===== config.mk =====
export PLATFORM = sky130hd
export DESIGN_NAME = svm_seq_ctrl
export DESIGN_NICKNAME = d
export VERILOG_FILES = /design/src/rtl/svm_seq_ctrl.sv
export SDC_FILE = /design/constraint.sdc
export NUM_CORES = 1
export LEC_CHECK = 0
export CORE_MARGIN = 2
export CORE_UTILIZATION = 30
export DETAILED_ROUTE_END_ITERATION = 8
export SLEW_MARGIN = 20
export SYNTH_ARGS = -nofsm -noshare
export SYNTH_HDL_FRONTEND = slang
export SYNTH_SLANG_ARGS = --single-unit

===== constraint.sdc =====
create_clock -name clk -period 3.8 [get_ports clk]
set_input_delay 0.57 -clock clk [delete_from_list [all_inputs] [get_ports clk]]
set_output_delay 0.57 -clock clk [all_outputs]
set_load 0.005 [all_outputs]

===== src/rtl/svm_seq_ctrl.sv =====
// Sequencer around a combinational SVM regression datapath: collects one sample of features,
// waits for the datapath to settle, then rounds and clamps its result into a class label.
module svm_seq_ctrl #(
  parameter int unsigned WIDTH_A   = 4,
  parameter int unsigned NUM_A     = 21,
  parameter int unsigned OUTWIDTH  = 14,
  parameter int unsigned FRAC      = 10,
  parameter int unsigned MAX_CLASS = 3,
  parameter int unsigned SETTLE    = 2
) (
  input  logic                        clk,
  input  logic                        rst,
  input  logic                        feat_valid,
  input  logic [WIDTH_A-1:0]          feat_data,
  input  logic                        feat_last,
  output logic                        feat_ready,
  output logic [NUM_A*WIDTH_A-1:0]    inp,
  input  logic [OUTWIDTH-1:0]         dp_out,
  output logic                        cls_valid,
  output logic [OUTWIDTH-FRAC-1:0]    cls_data,
  input  logic                        cls_ready,
  output logic                        frame_err,
  output logic [15:0]                 sample_cnt
);

  localparam int unsigned IntW = OUTWIDTH - FRAC;
  localparam int unsigned IdxW = (NUM_A > 1) ? $clog2(NUM_A) : 1;
  localparam logic [IdxW-1:0] LastIdx = IdxW'(NUM_A - 1);
  localparam logic [FRAC-1:0] HalfLsb = FRAC'(1) << (FRAC - 1);

  typedef enum logic [1:0] {StLoad, StSettle, StResult} state_e;

  state_e                     state_q, state_d;
  logic [IdxW-1:0]            idx_q, idx_d;
  logic [3:0]                 settle_q, settle_d;
  logic [NUM_A*WIDTH_A-1:0]   feat_q, feat_d;
  logic                       cls_valid_q, cls_valid_d;
  logic [IntW-1:0]            cls_data_q, cls_data_d;
  logic                       frame_err_q, frame_err_d;
  logic [15:0]                cnt_q, cnt_d;

  logic [IntW-1:0]            int_part;
  logic [FRAC-1:0]            frac_part;
  logic [IntW:0]              rounded;
  logic [IntW-1:0]            clamped;

  // Round half-down (exact .5 stays), one extra bit so I+1 cannot overflow before clamping.
  always_comb begin
    int_part  = dp_out[OUTWIDTH-1:FRAC];
    frac_part = dp_out[FRAC-1:0];
    rounded   = {1'b0, int_part} + (IntW + 1)'(frac_part > HalfLsb);
    if (rounded > (IntW + 1)'(MAX_CLASS)) begin
      clamped = IntW'(MAX_CLASS);
    end else begin
      clamped = rounded[IntW-1:0];
    end
  end

  always_comb begin
    state_d     = state_q;
    idx_d       = idx_q;
    settle_d    = settle_q;
    feat_d      = feat_q;
    cls_valid_d = cls_valid_q;
    cls_data_d  = cls_data_q;
    frame_err_d = 1'b0;
    cnt_d       = cnt_q;
    unique case (state_q)
      StLoad: begin
        if (feat_valid) begin
          feat_d[idx_q*WIDTH_A +: WIDTH_A] = feat_data;
          if (idx_q == LastIdx) begin
            idx_d = '0;
            if (feat_last) begin
              settle_d = 4'(SETTLE);
              state_d  = StSettle;
            end else begin
              frame_err_d = 1'b1;
            end
          end else if (feat_last) begin
            idx_d       = '0;
            frame_err_d = 1'b1;
          end else begin
            idx_d = idx_q + 1'b1;
          end
        end
      end
      StSettle: begin
        settle_d = settle_q - 4'd1;
        if (settle_q == 4'd1) begin
          cls_data_d  = clamped;
          cls_valid_d = 1'b1;
          state_d     = StResult;
        end
      end
      StResult: begin
        if (cls_ready) begin
          cls_valid_d = 1'b0;
          cnt_d       = cnt_q + 16'd1;
          state_d     = StLoad;
        end
      end
      default: state_d = StLoad;
    endcase
  end

  always_ff @(posedge clk) begin
    if (rst) begin
      state_q     <= StLoad;
      idx_q       <= '0;
      settle_q    <= '0;
      feat_q      <= '0;
      cls_valid_q <= 1'b0;
      cls_data_q  <= '0;
      frame_err_q <= 1'b0;
      cnt_q       <= '0;
    end else begin
      state_q     <= state_d;
      idx_q       <= idx_d;
      settle_q    <= settle_d;
      feat_q      <= feat_d;
      cls_valid_q <= cls_valid_d;
      cls_data_q  <= cls_data_d;
      frame_err_q <= frame_err_d;
      cnt_q       <= cnt_d;
    end
  end

  assign feat_ready = (state_q == StLoad);
  assign inp        = feat_q;
  assign cls_valid  = cls_valid_q;
  assign cls_data   = cls_data_q;
  assign frame_err  = frame_err_q;
  assign sample_cnt = cnt_q;

endmodule

## Word-level counts from Yosys, hierarchy flattened

Cells that the tools add are included.

| operators by class | value |
|---|---|
| $lt $le $gt $ge | 2 |
| add/subtract/negate cells | 5 |
| reduce and logical (&&, ||, !) cells | 10 |
| bitwise logic cells | 2 |
| shift operators | 2 |
| mux-type cells | 20 |
| equal/unequal tests | 9 |

Operators with widths:

| operator | count |
|---|---|
| bitwise mux 84 bit | 1 |
| variable shift 4 x 34 -> 84 bit, first input constant | 1 |
| variable part select 4 x 34 -> 84 bit | 1 |
| negator 7 -> 34 bit | 1 |
| adder 16 x 1 -> 16 bit, second input constant | 1 |
| 2-to-1 mux 4 bit | 4 |
| greater-than comparator 10 bit, second input constant | 1 |
| 2-to-1 mux 2 bit | 5 |
| 2-to-1 mux 5 bit | 2 |
| != test 2 bit, second input constant | 4 |
| one-hot mux 4 bit (2 select lines) | 1 |
| one-hot mux 2 bit (3 select lines) | 1 |
| AND reduction 2 bit | 3 |
| adder 4 x 1 -> 5 bit | 1 |
| adder 5 x 1 -> 5 bit, second input constant | 1 |
| == test 5 bit, second input constant | 1 |
| greater-than comparator 5 x 2 -> 1 bit, second input constant | 1 |
| 2-to-1 mux 1 bit | 5 |
| AND reduction 5 bit | 1 |
| == test 4 x 1 -> 1 bit, second input constant | 1 |
| AND reduction 4 bit | 1 |
| nonzero test 2 bit | 2 |
| subtractor 4 x 1 -> 4 bit, second input constant | 1 |
| AND reduction 3 bit | 1 |
| 7 further kinds | 8 |

| word-level totals | value |
|---|---|
| input bits | 23 |
| flip-flop bits (word level) | 117 |
| logic and storage cells | 58 |
| output and inout port bits | 107 |

## Depth between registers and ports, before layout

Gate-level depths: netlist of run 1.

| depth | value |
|---|---|
| depth after elaboration | 4 |
| gate-level depth with buffers | 14 |
| depth with buffers taken out | 10 |

## Worst setup path after synthesis of run 1

No wires, ideal clock.

| path | value |
|---|---|
| path kind | reg-to-reg |
| from | reg idx_q[0] |
| to | reg feat_q[43] (netlist: inp[43]) |
| data required time | 3.721 ns |
| period minus slack after synthesis | 3.194 ns |
| buffers on the path | 4 |
| path slack | 0.606 ns |
| arrival time | 3.115 ns |
| cell stages (with the launch flop) | 15 |
| setup time | 0.079 ns |
| path through | dfxtp_1 > clkbuf_1 > clkbuf_1 > inv_1 > ha_1 > buf_2 > nand2b_1 > nor2_1 > ha_1 > clkbuf_1 > inv_1 > or3_1 > o22ai_1 > nand2_1 > o21ai_0 |

| on the way | value |
|---|---|
| cells in the longest elaborated chain, start to end | 3 |
| elaborated cells on any way between the ends | 4 |
| those cells by class | add/sub: 1; shift: 2; mux: 1 |

Ends and longest elaborated chain:

| element | RTL line | source |
|---|---|---|
| start: declaration | 34 | `logic [IdxW-1:0] idx_q, idx_d;` |
| start signal: assignment | 119 | `idx_q <= idx_d;` |
| negator 7 -> 34 bit (*) | 71 | `feat_d[idx_q*WIDTH_A +: WIDTH_A] = feat_data;` |
| variable part select 4 x 34 -> 84 bit / variable shift 4 x 34 -> 84 bit (equally long branches) | 71 |  |
| bitwise mux 84 bit (*) | 71 |  |
| end signal: assignment | 121 | `feat_q <= feat_d;` |
| end: declaration | 36 | `logic [NUM_A*WIDTH_A-1:0] feat_q, feat_d;` |

Every way passes the cells marked *; elsewhere a longest branch is shown, timed or not.
A chain may end at the register's enable or synchronous reset.

## Worst setup path after layout of run 1

| path | value |
|---|---|
| from | reg idx_q[1] |
| to | reg feat_q[54] (netlist: inp[54]) |

The elaborated chain is that of the path after synthesis.

==> results of run 1 <==
## cells by family (layout without fill, tap and decap cells)
logic type	count (synthesis)	count (layout)	share of synthesized area [%]
AOI/OAI and AO/OA	94	94	11.7
xor gates and xnor gates	23	23	3.93
adders and majority gates	8	8	1.95
buffers and inverters	46	182	3.73
and+or+nand+nor	279	279	27.5
muxes	28	28	5.51
DFF	117	117	45.7
## flip-flops by register name, indices dropped and copies added (netlist names)
name,flops
inp,84
sample_cnt,16
idx_q,5
cls_data,4
settle_q,4
state_q,2
cls_valid,1
frame_err,1
## layout make-up
| cell class | instances | area [um^2] | share of cell area [%] |
|---|---|---|---|
| Inverter | 11 | 41.3 | 0.573 |
| Clock inverter | 13 | 151 | 2.10 |
| Timing Repair Buffer | 140 | 1370 | 19.0 |
| Multi-Input combinational cell | 432 | 2590 | 36.0 |
| Sequential cell | 117 | 2340 | 32.5 |
| Clock buffer | 18 | 439 | 6.09 |
| Tap cell | 220 | 275 | 3.82 |
## how the worst max path moves through the flow
stage | startpoint | end | slack [ns] | cells after the start
after CTS | idx_q[1] | inp[54] | 0.69 | 10
after floorplan | idx_q[0] | inp[43] | 0.61 | 14
after global routing | idx_q[1] | inp[46] | 0.36 | 11
final | idx_q[1] | inp[54] | 0.64 | 10
after global placement | idx_q[1] | inp[54] | 0.81 | 10
after detailed placement | idx_q[1] | inp[54] | 0.70 | 10
## metal layers
metal / track usage (%) / vias to the layer above / share of wire [%]
met2: 29.3 / 120 / 48
met1: 23.5 / 2277 / 46
met5: 0 / - / 0
li1: - / 2360 / -
met3: 4.99 / 12 / 4.9
met4: 5.38 / 0 / 1.1
## cell usage after synthesis (3+ instances only)
| cell | number | area (um^2) |
|---|---|---|
| o31ai_1 | 11 | 82.6 |
| nor2b_1 | 4 | 25.0 |
| o221a_2 | 3 | 33.8 |
| and3b_1 | 3 | 26.3 |
| and2_1 | 4 | 25.0 |
| nor2_1 | 51 | 191 |
| nand3_1 | 69 | 345 |
| mux2i_1 | 26 | 260 |
| buf_2 | 3 | 15.0 |
| xnor2_1 | 7 | 61.3 |
| or3_1 | 6 | 37.5 |
| nand2_1 | 78 | 293 |
| dfxtp_1 | 117 | 2340 |
| a31o_2 | 4 | 35.0 |
| o211ai_1 | 4 | 30.0 |
| and3_1 | 7 | 43.8 |
| ha_1 | 8 | 100 |
| or2_2 | 3 | 18.8 |
| o21ai_0 | 40 | 200 |
| nor3b_1 | 6 | 45.0 |
| a21oi_1 | 16 | 80.1 |
| nor3_1 | 8 | 40.0 |
| nand2b_1 | 5 | 31.3 |
| clkbuf_1 | 28 | 105 |
| inv_1 | 10 | 37.5 |
| nand4_1 | 14 | 87.6 |
| xor2_1 | 16 | 140 |
## through the flow
step | util, % | power [uW] | setup WS [ns] | hold slack, ns
after floorplan | - | 1360 | 0.606 | 0.448
after global routing | 43.3 | 3100 | 0.363 | 0.481
final | 43.3 | 3000 | 0.636 | 0.456
after CTS | 43.3 | 3030 | 0.687 | 0.459
after detailed placement | 39.8 | 1430 | 0.701 | 0.449
after global placement | 39.8 | 1430 | 0.806 | 0.450
## cells in the final DEF (no fill, tap or decap), types with 5 or more instances in the layout
cell type / n
xor2_1: 16
or3_1: 6
xnor2_1: 7
nor2_1: 51
clkbuf_16: 17
and3_1: 7
nor3_1: 8
dfxtp_1: 117
o31ai_1: 11
a21oi_1: 16
clkdlybuf4s50_1: 128
nand2_1: 78
mux2i_1: 26
nand3_1: 69
nor3b_1: 6
buf_4: 11
nand4_1: 14
nand2b_1: 5
inv_1: 10
o21ai_0: 40
ha_1: 8
## power by group
part / internal, uW / switching, uW / total [uW]
Sequential: 1230 / 2.54 / 1230
Combinational: 55.1 / 117 / 172
Clock: 988 / 610 / 1600
Total: 2270 / 730 / 3000
## worst reg2reg max path: cells and delay by family (launching register included)
kind | cells | cell delay, ns
AO/OA/AOI/OAI | 2 | 0.79
AND/OR/NAND/NOR | 4 | 0.59
buffers and inverters | 2 | 0.28
adder cells (fa/ha/maj) | 2 | 0.90
flip-flops | 1 | 0.50
==> metrics.md, run 1 <==
| Metric | Value |
|---|---|
| Status | finished clean |
| Register bit count reported by yosys | 117 |
| Placed inst area | 6620 um^2 |
| Slew HR | 39.9% |
| Ys Warns | 0 |
| Layout cells sized above 1 | 8.76% |
| Filler cell count | 1626 |
| Register area share after synthesis | 45.7% |
| Non-filler cells, final | 951 |
| # nets final | 750 |
| Cells after Synth | 595 |
| CTS Hold Bufs | 0 |
| Die Y | 135 um |
| Critical Path AT | 3.47 ns |
| Port buffer count | between 100 and 150 |
| RSZ-0062 raised after global routing | no |
| Setup crit end kind | flip-flop |
| Final setup viols | 0 |
| R2R setup slack | 0.64 ns |
| Top-Level Pins | 130 |
| CP max stage cell | ha_1 |
| Period Utilization, post-route | 83.3% |
| Root cell of the clock tree | clkbuf_16 |
| Clock skew | 0.00788 ns |
| R2R Path Start | idx_q[1] |
| First-pass GRT wire length | roughly 25 mm |
| Reg2reg end | inp[54] |
| Antenna diodes | 0 |
| GRT overflow | 0 |
| Hold path cells | 2 |
| Synthesized Nets | 626 |
| Ys async rst share | 0% |
| Post-Place Cells | 920 |
| CP max FO | 12 |
| Die ar. | 18200 um^2 |
| Antenna violations before repair | 0 |
| Kind of cell adding the most delay to the critical path | adder cells |
| HPWL after detailed placement | 11.9 mm |
| Clk buf depth | 2 |
| Initial core utilization | 30.8% |
| Drt first pass iters | 5 |
| Drt wl/cell | 16.9 um |
| CTS sink cnt | 117 |
| Vias in the first global route | 4660 |
| Worst path cell trace | inv_1 > ha_1 > nand2b_1 > nor2_1 > ha_1 > nand2b_1 > nor2_1 > buf_4 > o2111ai_1 > o41ai_1 |
| Worst Hold Launch | inp[21] |
| Die width | 135 um |
| F_max | 316 MHz |
| Largest stage delay, worst path | around 0.56 ns |
| Vias per std cell | 5.01 |
| Syn avg cell area | about 8.6 um^2 |
| Setup tns final | 0 ns |
| Cells resized by post-CTS repair | 0 |
| Clock slew at reported path FFs | 0.05 ns |
| Post-CTS Setup Inserts | 0 |
| VDD IR max | just over 300 uV |
| Crit path kind | flip-flop to flip-flop |
| Total global-route track usage | 18.1% |
| Core area | between 15000 and 20000 um^2 |
| ANT nets after route | 0 |
| DR DRC count | 0 |
| 1st-iter DRT viols | 258 |
| Top FF cell, synth | dfxtp_1 |
| Mapped cell area | between 5000 and 6000 um^2 |
| Lkg Pwr | 0.00259 uW |
| Tmin final | 3.16 ns |
| Num CTS Buffers | 17 |
| Pin count of the biggest net entering global routing | 54 |
| Fin. Hold Viols | 0 |
| FF-to-FF path depth | 10 |
| Clock latency on the worst-skew pair | 0.42 ns |
| Vias | 4769 |
| Buffer and inverter count on the worst path | 2 |
| Area added between synthesis and finish | 40.7% |
| Max-Cap Viols | 0 |
| Slew @ Worst Pin | about 0.89 ns |
| Number of synthesized flops with an enable pin | 0 |
| Power Density | 416 nW/um^2 |
| Site Rows | 47 |
| Crit path required time | 4.11 ns |
| CTS tree | yes |
| Final RePlAce weighted congestion | 0.867 |
| Yosys cell types | between 50 and 60 |
| WHS Endpoint | inp[21] |
| Worst hold path type | flip-flop to flip-flop |
| Slew Viols, Final | 0 |
| Design area | 7210 um^2 |
| Routed WL | roughly 16 mm |
| Worst setup SP type | flip-flop |
| H-tree levels | 4 |
No activity file was read; power rests on OpenSTA's default activity.
==> inputs of run 2 (changes only) <==
==> constraint.sdc (replaced) <==
create_clock -name clk -period 2.9 [get_ports clk]
set_input_delay 0.435 -clock clk [delete_from_list [all_inputs] [get_ports clk]]
set_output_delay 0.435 -clock clk [all_outputs]
set_load 0.005 [all_outputs]
==> metrics.md, run 2 (synthesis results as in run 1) <==
| Metric | Value |
|---|---|
| Worst path cell trace | inv_1 > ha_1 > nand2b_4 > nor2_1 > ha_1 > nand2b_1 > a211oi_2 > o211ai_2 > or3_1 > a21oi_1 (was inv_1 > ha_1 > nand2b_1 > nor2_1 > ha_1 > nand2b_1 > nor2_1 > buf_4 > o2111ai_1 > o41ai_1) |
| # nets final | 762 (was 750) |
| Final RePlAce weighted congestion | 0.854 (was 0.867) |
| Num CTS Buffers | 17 (unchanged) |
| HPWL after detailed placement | 11.9 mm (about the same) |
| Max reg flops | 84 (unchanged) |
| H-tree levels | 4 (unchanged) |
| Clk buf depth | 2 (unchanged) |
| GRT overflow | 0 (unchanged) |
| Initial core utilization | 30.8% (unchanged) |
| Placed inst area | 6730 um^2 (was 6620 um^2) |
| Vias in the first global route | 4787 (was 4660) |
| F_max | 376 MHz (was 316 MHz) |
| Most used cell, CP | ha_1 |
| Port buffer count | 129 (unchanged) |
| Root cell of the clock tree | clkbuf_16 (unchanged) |
| Final setup viols | 0 (unchanged) |
| Antenna diodes | 0 (unchanged) |
| Slew HR | 49.9% (was 39.9%) |
| Total global-route track usage | 18.3% (was 18.1%) |
| Worst setup SP type | flip-flop (unchanged) |
| Critical path launch point | idx_q[1] (unchanged) |
| Kind of cell adding the most delay to the critical path | compound AO/OA/AOI/OAI gates (was adder cells) |
| Crit path capture | inp[61] (was inp[54]) |
| Post-CTS Setup Inserts | 0 (unchanged) |
| Slew Viols, Final | 0 (unchanged) |
| Slew @ Worst Pin | 0.752 ns (was 0.895 ns) |
| Drt first pass iters | 4 (was 5) |
| Reg2reg end | inp[61] (was inp[54]) |
| Status | finished clean (unchanged) |
| Clock latency on the worst-skew pair | 0.42 ns (about the same) |
| Crit path kind | flip-flop to flip-flop (unchanged) |
| CP max FO | 9 (was 12) |
| Area added between synthesis and finish | 42.7% (was 40.7%) |
| Die Y | 135 um (unchanged) |
| CTS tree | yes (unchanged) |
| Clock slew at reported path FFs | 0.06 ns (was 0.05 ns) |
| VDD IR max | 406 uV (was 311 uV) |
| CTS sink cnt | 117 (unchanged) |
| Routed WL | 16.1 mm (about the same) |
| Site Rows | 47 (unchanged) |
| RSZ-0062 raised after global routing | no (unchanged) |
| Core area | 16600 um^2 (unchanged) |
| Setup tns final | 0 ns (unchanged) |
| Antenna violations before repair | 0 (unchanged) |
| Max-Cap Viols | 0 (unchanged) |
| Vias per std cell | 5.03 (was 5.01) |
| Design area | 7310 um^2 (was 7210 um^2) |
| ANT nets after route | 0 (unchanged) |
| 1st-iter DRT viols | 336 (was 258) |
| Buffer and inverter count on the worst path | 1 (was 2) |
| CP Depth | 10 (unchanged) |
| Vias | 4836 (was 4769) |
| CTS Hold Bufs | 0 (unchanged) |
| Largest stage delay, worst path | 0.54 ns (was 0.56 ns) |
| Clock skew | 0.00771 ns (was 0.00788 ns) |
| Power Density | 543 nW/um^2 (was 416 nW/um^2) |
| First-pass GRT wire length | 25.7 mm (was 25.4 mm) |
| Top-Level Pins | 130 (unchanged) |
| FF-to-FF path depth | 10 (unchanged) |
| CP max stage cell | dfxtp_1 (was ha_1) |
| Die width | 135 um (unchanged) |
| Pin count of the biggest net entering global routing | 71 (was 54) |
| Critical Path AT | 3.02 ns (was 3.47 ns) |
| Period Utilization, post-route | 91.7% (was 83.3%) |
| Drt wl/cell | 16.7 um (was 16.9 um) |
| Setup crit end kind | flip-flop (unchanged) |
| R2R Path Start | idx_q[1] (unchanged) |
| Fin. Hold Viols | 0 (unchanged) |
| Tmin final | 2.66 ns (was 3.16 ns) |
| Die ar. | 18200 um^2 (unchanged) |
| Worst hold path type | input pin to flip-flop (was flip-flop to flip-flop) |
| Crit path required time | 3.26 ns (was 4.11 ns) |
| Cells resized by post-CTS repair | 0 (unchanged) |
| Commonest non-fill, non-tap cell in the layout | clkdlybuf4s50_1 (unchanged) |
| Most frequent cells in the layout | 128 x clkdlybuf4s50_1, 117 x dfxtp_1, 78 x nand2_1, 69 x nand3_1, 51 x nor2_1 (unchanged) |
| Fin util | 44.0% (was 43.3%) |
| Lkg Pwr | 0.00265 uW (was 0.00259 uW) |
| Layout cells sized above 1 | 10.1% (was 8.76%) |
| DR DRC count | 0 (unchanged) |
| R2R setup slack | 0.24 ns (was 0.64 ns) |
run 2: cell count changes in the layout (fill, tap and decap cells not counted), sizes merged:
cell      change
clkinv        -1
bufinv        +1
inv           -3
buf          +12
clkinvlp      -1
clkbuf        +3
run 2: final cells by class:
class,count,area (um^2)
clock buffers,21,460
clock inverters,9,129
repair buffers,152,1460
inverters,11,41.3
well taps,220,275
flip-flops and latches,117,2340
multi-input cells,432,2610
fillers,1624,9330
run 2: power by group:
group,switching (uW),internal [uW]
logic,158,88.0
registers,3.18,1610
clock network,731,1380
total,892,3080
run 2: tightest hold or removal path, delay by kind of cell:
family	cells	cell delay [ns]
AO/OA/AOI/OAI	1	0.06
buffers and inverters	2	0.24
AND/OR/NAND/NOR	1	0.08
run 2: worst min path at each step:
stage | from | end | depth (start not counted) | slack (ns)
floorplan | inp[61] | inp[61] | 2 | 0.45
global placement | inp[0] | inp[0] | 2 | 0.45
detailed placement | inp[2] | inp[2] | 2 | 0.45
CTS | rst | inp[74] | 4 | 0.42
global route | inp[0] | inp[0] | 2 | 0.48
finish | rst | inp[74] | 4 | 0.44
run 2: per-layer routing:
layer,GRT usage (%),vias up,wire length (um)
met5,0,-,0
met4,7.19,0,246
met3,4.77,20,925
met2,29.2,144,7570
met1,23.6,2296,7350
li1,-,2376,-
run 2: per-stage QoR:
stage | setup WS, ns | power (uW) | hold WS, ns | std cells
after global routing | 0.0472 | 4100 | 0.478 | 962
after global placement | 0.228 | 1890 | 0.453 | 932
final | 0.240 | 3970 | 0.444 | 962
after floorplan | 0.0323 | 1780 | 0.448 | 595
after CTS | 0.241 | 4020 | 0.417 | 962
after detailed placement | 0.196 | 1890 | 0.452 | 932
==> inputs of run 3 (changes only) <==
--- a/config.mk
+++ b/config.mk
@@ -8,6 +8,7 @@
 export CORE_MARGIN = 2
 export CORE_UTILIZATION = 30
 export DETAILED_ROUTE_END_ITERATION = 8
+export SKIP_LAST_GASP = 1
 export SLEW_MARGIN = 20
 export SYNTH_ARGS = -nofsm -noshare
 export SYNTH_HDL_FRONTEND = slang
==> results of run 3 <==
Final layout, timing and power as in run 2 (identical DEF).
